## config.mk

```make
export PLATFORM = sky130hd
export DESIGN_NAME = sim_run_ctrl
export DESIGN_NICKNAME = d
export VERILOG_FILES = /design/src/rtl/sim_run_ctrl.sv
export SDC_FILE = /design/constraint.sdc
export NUM_CORES = 1
export LEC_CHECK = 0
export ABC_AREA = 1
export CELL_PAD_IN_SITES_DETAIL_PLACEMENT = 0
export CELL_PAD_IN_SITES_GLOBAL_PLACEMENT = 1
export CORE_MARGIN = 8
export CORE_UTILIZATION = 39
export CTS_BUF_LIST = sky130_fd_sc_hd__clkbuf_2 sky130_fd_sc_hd__clkbuf_4 sky130_fd_sc_hd__clkbuf_8
export DETAILED_ROUTE_END_ITERATION = 7
export PLACE_DENSITY = 0.91
export SYNTH_ARGS = -nofsm -noshare
export SYNTH_HDL_FRONTEND = slang
export SYNTH_SLANG_ARGS = --single-unit
export TNS_END_PERCENT = 10
```

## constraint.sdc

```tcl
create_clock -name clk -period 3.47 [get_ports clk]
set_clock_uncertainty 0.15 [all_clocks]
set_input_delay 0.347 -clock clk [delete_from_list [all_inputs] [get_ports clk]]
set_output_delay 0.347 -clock clk [all_outputs]
set_load 0.05 [all_outputs]
```

## src/rtl/sim_run_ctrl.sv

```systemverilog
// Run-length controller: counts cycles up to a captured limit and emits one finish pulse.
// Optional heartbeat pulse is built only when SIM_RUN_CTRL_HEARTBEAT_EN is defined.
module sim_run_ctrl #(
    parameter int CNT_W     = 32,
    parameter int HB_PERIOD = 1000000
) (
    input  logic             clk,
    input  logic             rst,
    input  logic             start,
    input  logic [CNT_W-1:0] cycle_limit,
    input  logic             pause,
    input  logic             abort,
    output logic             running,
    output logic [CNT_W-1:0] count,
    output logic             done,
    output logic             finish,
    output logic             aborted,
    output logic             hb
);

    typedef enum logic [1:0] {
        S_IDLE  = 2'd0,
        S_RUN   = 2'd1,
        S_PAUSE = 2'd2,
        S_DONE  = 2'd3
    } state_t;

    state_t           state_q, state_d;
    logic [CNT_W-1:0] count_q, count_d;
    logic [CNT_W-1:0] limit_q, limit_d;
    logic [CNT_W-1:0] count_inc;
    logic             running_q, running_d;
    logic             done_q, done_d;
    logic             finish_q, finish_d;
    logic             aborted_q, aborted_d;
    logic             incr;
    logic             hb_clr;

    assign count_inc = count_q + CNT_W'(1);

    always_comb begin
        state_d   = state_q;
        count_d   = count_q;
        limit_d   = limit_q;
        aborted_d = aborted_q;
        finish_d  = 1'b0;
        incr      = 1'b0;
        hb_clr    = 1'b0;
        case (state_q)
            S_IDLE, S_DONE: begin
                if (start) begin
                    limit_d   = cycle_limit;
                    count_d   = '0;
                    aborted_d = 1'b0;
                    hb_clr    = 1'b1;
                    if (cycle_limit == '0) begin
                        state_d  = S_DONE;
                        // A zero-length restart right after a finish must not stretch the pulse
                        finish_d = ~finish_q;
                    end else begin
                        state_d = S_RUN;
                    end
                end
            end
            S_RUN: begin
                // Reaching the limit outranks abort; abort outranks pause
                if (!pause && (count_inc == limit_q)) begin
                    count_d   = count_inc;
                    incr      = 1'b1;
                    state_d   = S_DONE;
                    finish_d  = 1'b1;
                    aborted_d = 1'b0;
                end else if (abort) begin
                    state_d   = S_DONE;
                    finish_d  = 1'b1;
                    aborted_d = 1'b1;
                end else if (pause) begin
                    state_d = S_PAUSE;
                end else begin
                    count_d = count_inc;
                    incr    = 1'b1;
                end
            end
            S_PAUSE: begin
                if (abort) begin
                    state_d   = S_DONE;
                    finish_d  = 1'b1;
                    aborted_d = 1'b1;
                end else if (!pause) begin
                    state_d = S_RUN;
                end
            end
            default: state_d = S_IDLE;
        endcase
        running_d = (state_d == S_RUN) || (state_d == S_PAUSE);
        done_d    = (state_d == S_DONE);
    end

    always_ff @(posedge clk or posedge rst) begin
        if (rst) begin
            state_q   <= S_IDLE;
            count_q   <= '0;
            limit_q   <= '0;
            running_q <= 1'b0;
            done_q    <= 1'b0;
            finish_q  <= 1'b0;
            aborted_q <= 1'b0;
        end else begin
            state_q   <= state_d;
            count_q   <= count_d;
            limit_q   <= limit_d;
            running_q <= running_d;
            done_q    <= done_d;
            finish_q  <= finish_d;
            aborted_q <= aborted_d;
        end
    end

    assign running = running_q;
    assign count   = count_q;
    assign done    = done_q;
    assign finish  = finish_q;
    assign aborted = aborted_q;

`ifdef SIM_RUN_CTRL_HEARTBEAT_EN
    localparam logic [CNT_W-1:0] HB_LAST = CNT_W'(HB_PERIOD - 1);

    logic [CNT_W-1:0] hb_cnt_q, hb_cnt_d;
    logic             hb_q, hb_d;

    // Modulo counter advances only on real count increments, so it freezes during pause
    always_comb begin
        hb_cnt_d = hb_cnt_q;
        hb_d     = 1'b0;
        if (hb_clr) begin
            hb_cnt_d = '0;
        end else if (incr) begin
            if (hb_cnt_q == HB_LAST) begin
                hb_cnt_d = '0;
                hb_d     = 1'b1;
            end else begin
                hb_cnt_d = hb_cnt_q + CNT_W'(1);
            end
        end
    end

    always_ff @(posedge clk or posedge rst) begin
        if (rst) begin
            hb_cnt_q <= '0;
            hb_q     <= 1'b0;
        end else begin
            hb_cnt_q <= hb_cnt_d;
            hb_q     <= hb_d;
        end
    end

    assign hb = hb_q;
`else
    logic unused_hb_events;
    assign unused_hb_events = incr ^ hb_clr;
    assign hb               = 1'b0;
`endif

endmodule

```

-- Word-level counts from Yosys, hierarchy flattened
Index checks and enable logic that the tools add are counted.
- eq/ne operators: 10
- mux-type cells: 22
- $add $sub $neg: 1
- bitwise operators: 1
- reductions and logical operators: 9
- operators by type and width (kind ; number):
    $mux W32 ; 4
    $pmux W32 S2 ; 1
    $add A32 B1 Y32 const B ; 1
    $eq A32 B32 Y1 ; 1
    $logic_not A32 Y1 ; 1
    $mux W2 ; 7
    $eq A2 B2 Y1 const B ; 4
    $mux W1 ; 7
    $ne A3 B3 Y1 const B ; 2
    $pmux W1 S3 ; 2
    $pmux W2 S3 ; 1
    $eq A2 B1 Y1 const B ; 2
    $reduce_and A4 Y1 ; 1
    $logic_not A2 Y1 ; 1
    $ne A2 B2 Y1 const B ; 1
    $reduce_and A2 Y1 ; 1
    $reduce_bool A2 Y1 ; 1
    $reduce_or A2 Y1 ; 1
    $logic_and A1 B1 Y1 ; 1
    $logic_not A1 Y1 ; 1
    $logic_or A1 B1 Y1 ; 1
    $not A1 Y1 ; 1
- bits of input ports: 37
- flip-flop bits (word level): 70
- output and inout port bits: 37

-- Logic depth before layout (Yosys ltp)
Gate-level depths: netlist of the first run.
- depth in word-level cells: 7
- gate-level depth with buffers: 19
- depth with buffers taken out: 18

-- Worst setup path before layout of the first run
OpenSTA, ideal clock, no wires.
- path kind: register -> register
- start point: register count_q[0], in the netlist count[0]
- end point: register running_q, in the netlist running
- required time: 3194 ps
- buffers on the path: 0
- slack: 454 ps
- data arrival time: 2740 ps
- setup time: 126 ps
- stages on the path, launching flop included: 19
- cell sequence: dfrtp_1 ha_1 nand2_1 nor2_4 nand2_1 nor2_1 nand2_1 nand2_1 nand2_1 nand2_1 nand2_1 nor2_1 nand2_1 nor2_1 nand3_2 nand2_1 nand2_1 a21oi_1 ha_1
- cells in the longest elaborated chain, start to end: 7
- elaborated cells between the ends (all ways): 8
- those cells by class: add/sub: 1; eq/ne: 3; mux: 2; reduce/logical: 2
- RTL lines (what ; RTL line ; source):
    start: declaration ; 29 ; logic [CNT_W-1:0] count_q, count_d;
    start signal: assignment ; 110 ; count_q <= count_d;
    $add A32 B1 Y32 * ; 39 ; assign count_inc = count_q + CNT_W'(1);
    $eq A32 B32 Y1 * ; 67 ; if (!pause && (count_inc == limit_q)) begin
    $logic_and A1 B1 Y1 * ; 67 ;
    $mux W2 * ; 67 ;
    $pmux W2 S3 * ; 49 ; case (state_q)
    via state_d[0] ; 28 ; state_t state_q, state_d;
    $eq A2 B1 Y1 / $eq A2 B2 Y1 (equally long branches) ; 95 ; running_d = (state_d == S_RUN) || (state_d == S_PAUSE);
    $logic_or A1 B1 Y1 * ; 95 ;
    via running_d ; 32 ; logic running_q, running_d;
    end signal: assignment ; 112 ; running_q <= running_d;
    end: declaration ; 32 ;
Mark *: on every way through the listed nets, which the timed path passes. The rest lies on a longest branch.
A chain may end at the register's enable or synchronous reset.

-- Final worst setup path of the first run
Same ends and word-level chain as after synthesis.

==> results.py, run 1 <==
metrics = {
    "outcome": {
        "status": "finished clean",
    },
    "sta": {
        "relSlewSlack_pct": 39.6,
        "worstMarginPinSlew_ps": 906,
        "rsz0062_at_grt": "false",
        "finalSetupViolCount": 0,
        "fin_tns_setup_ps": 0,
        "max_freq_mhz": 324,
        "slew_violations": 0,
        "hold_viol": 0,
        "finalWorstSetupSlack_ps": 384,
        "timing.final.crit_share_pct": 88.9,
        "period_minus_slack_ps": 3090,
    },
    "setup_path": {
        "crit_type": "flip-flop to flip-flop",
        "cp.arrival_ps": 3200,
        "startpoint_type": "flip-flop",
        "path_max_fanout": 8,
        "reg2reg_slack_ps": 380,
        "timing.rr.start": "count[0]",
        "crit_path_end_kind": "flip-flop",
        "r2r_cells": 16,
        "rr_endpoint": "running",
        "worstPathRequired_ps": 3590,
    },
    "place": {
        "io_buffers": 72,
        "placed_cell_area_sq_um": 5730,
        "dp.final_hpwl_mm": 11.7,
        "dp.cells": 988,
        "globalplace.congestion": 0.913,
        "post-place-ws_ps": 367,
    },
    "die": {
        "rows": 40,
        "core_sq_um": 12100,
        "io_pins": 74,
        "die_w_um": 128,
        "start_util_pct": 40.1,
        "dieHeight_um": 128,
        "dieArea_sq_um": 16300,
    },
    "pwr": {
        "leakagePower_uw": 0.00282,
        "p_per_area_nw_per_um2": 612,
        "ir_worst_vdd_uv": 562,
    },
    "cts": {
        "clk_latency_ps": 380,
        "clockBufferDepth": 2,
        "root_buffer": "clkbuf_8",
        "htreeDepth": 3,
        "clock-sinks": 70,
        "cts_made_buffers": 9,
        "cts_setup_buffers": 0,
        "ctsResizeCount": 0,
        "cts_tree": "built",
        "path_clk_slew_ps": 80,
        "hold_buffers": 0,
    },
    "detailed_routing": {
        "wirelength_mm": 15.3,
        "dr_total_vias": 5054,
        "drc_errors": 0,
        "postRouteAntennaNets": 0,
        "wl_per_cell_um": 15.2,
        "drt-pass1-iter-count": 7,
        "drtIter0Drc": 518,
        "vias_per_cell": 5.03,
    },
    "synth": {
        "ys_types": 31,
        "synth_cells": 761,
        "ys_seq_area_share_pct": 36.0,
        "ys_seq_elements": 70,
        "synth_fp_nets": 802,
        "avgSynthCellArea_sq_um": 6.39,
        "ys_warn_count": 0,
        "synth_area_sq_um": 4860,
    },
    "finish": {
        "final_area_sq_um": 5950,
        "insertedDiodeCount": 0,
        "fill_cells": 1289,
        "drive_gt1_share_pct": 5.14,
        "layout.cells.non_filler": 1004,
        "syn2layout_area_growth_pct": 22.3,
        "nNetsFinal": 872,
    },
    "global_routing": {
        "overflow": 0,
        "grt_usage_pct": 20.0,
        "grt_max_degree": 71,
        "grt_pass1_wl_mm": 25.7,
        "antenna_found_initial": 0,
        "grt_pass1_vias": 4966,
    },
    "worst_hold_path": {
        "hold-path-endpoint": "limit_q[30]",
        "hold_class": "flip-flop to flip-flop",
        "hold_depth": 2,
        "hp-start": "limit_q[30]",
    },
    "job": {
        "max_cap_violations": 0,
    },
}
==> cells in the mapped netlist (all sizes together) <==
cell    count  area (sq um)
and2        1          6.26
o21ai      22           110
nor3        1          5.00
inv        95           357
nand3      95           493
dfrtp      70          1750
conb        1          3.75
nor4        4          25.0
xor3        2          47.6
ha          4          50.1
clkbuf     12          45.0
mux2        5          56.3
clkinv      1          3.75
nand3b      9          67.6
nand4       9          56.3
or2         1          6.26
xor2        2          17.5
a311oi      2          17.5
buf         7          63.8
a211oi      1          7.51
a21oi      34           170
nand2     283          1070
nor2      100           425
==> cell families (layout without fill, tap and decap cells) <==
kind of cell | after synthesis | count (layout) | synth area share (%)
and+or+nand+nor | 503 | 503 | 44.4
buffers and inverters | 115 | 190 | 9.65
adders and majority gates | 4 | 4 | 1.03
other | 1 | 1 | 0.0771
AOI/OAI and AO/OA | 59 | 59 | 6.28
DFF | 70 | 70 | 36.0
muxes | 5 | 5 | 1.16
xor gates and xnor gates | 4 | 4 | 1.34
==> power breakdown <==
part           switching (uW)  leakage, uW  internal [uW]
Sequential                220     0.000898           1050
Clock                     340     0.000106            382
Combinational            1120      0.00182            532
Total                    1680      0.00282           1960
==> critical path: stages, from the launching register on <==
cell     delay (ps)
dfrtp_1         480
ha_1            220
nand2_1         130
nor2_4          210
nand3_1         240
inv_1           160
nand3_1         110
nand3_1         140
nand2_1          60
nor2_1           80
nand2_1          70
nor2_1          140
nand3_2         130
nand2_1          80
nand2_1         100
a21oi_1         220
ha_1            260
==> metal layers <==
| layer | vias to the layer above | track usage (%) | share of wire (%) |
|---|---|---|---|
| li1 | 2550 | - | - |
| met1 | 2318 | 27.4 | 47 |
| met2 | 167 | 30.9 | 44 |
| met3 | 19 | 4.03 | 6.9 |
| met4 | 0 | 6.85 | 1.9 |
| met5 | - | 0 | 0 |
==> flip-flops by register name (all words and copies together), names as in the netlist <==
name,cells
limit_q,32
running,1
finish,1
count,32
aborted,1
done,1
state_q,2
==> cells in the final DEF, fill, tap and decap left out, types with 2 or more instances in the layout <==
| master | count |
|---|---|
| nor2_1 | 92 |
| ha_1 | 4 |
| nor2_2 | 2 |
| nor4_1 | 4 |
| xor3_1 | 2 |
| clkdlybuf4s50_1 | 72 |
| nand2_2 | 2 |
| a311oi_1 | 2 |
| dfrtp_1 | 70 |
| nand4_1 | 9 |
| o21ai_0 | 21 |
| buf_4 | 6 |
| clkinv_4 | 2 |
| inv_1 | 94 |
| xor2_1 | 2 |
| mux2_2 | 5 |
| nor2_4 | 6 |
| a21oi_1 | 33 |
| nand3_1 | 93 |
| nand3b_1 | 9 |
| clkbuf_8 | 11 |
| nand2_1 | 280 |
==> how the worst max path moves through the flow <==
stage	startpoint	endpoint	slack (ps)	cells after the start
after floorplan	count[0]	running	450	18
after global placement	count[6]	running	430	15
after detailed placement	count[0]	running	370	16
after CTS	count[0]	running	350	16
after global routing	count[0]	running	30	18
final	count[0]	running	380	16
==> stage by stage <==
| step | power, uW | hold WS, ps | util (%) |
|---|---|---|---|
| 3_3_place_gp | 2910 | 326 | 47.3 |
| 4_1_cts | 3670 | 355 | 49.1 |
| 2_1_floorplan | 2430 | 303 | - |
| 3_5_place_dp | 2940 | 334 | 47.3 |
| 5_1_grt | 3930 | 390 | 49.1 |
| 6_report | 3640 | 353 | 49.1 |
==> final cells by class <==
type,count,area (sq um),share of cell area (%)
clock buffer,12,159,2.67
clock inverter,4,55.1,0.926
inverter,96,360,6.06
multi-input combinational,576,2640,44.5
sequential,70,1750,29.5
tap,168,210,3.54
timing repair buffer,78,766,12.9
No activity file was read; power rests on OpenSTA's default activity.
==> inputs of run 2 (changes only) <==
Settings changed: SKIP_LAST_GASP from default to 1.
==> results of run 2 <==
Final layout, timing and power as in run 1 (identical DEF).
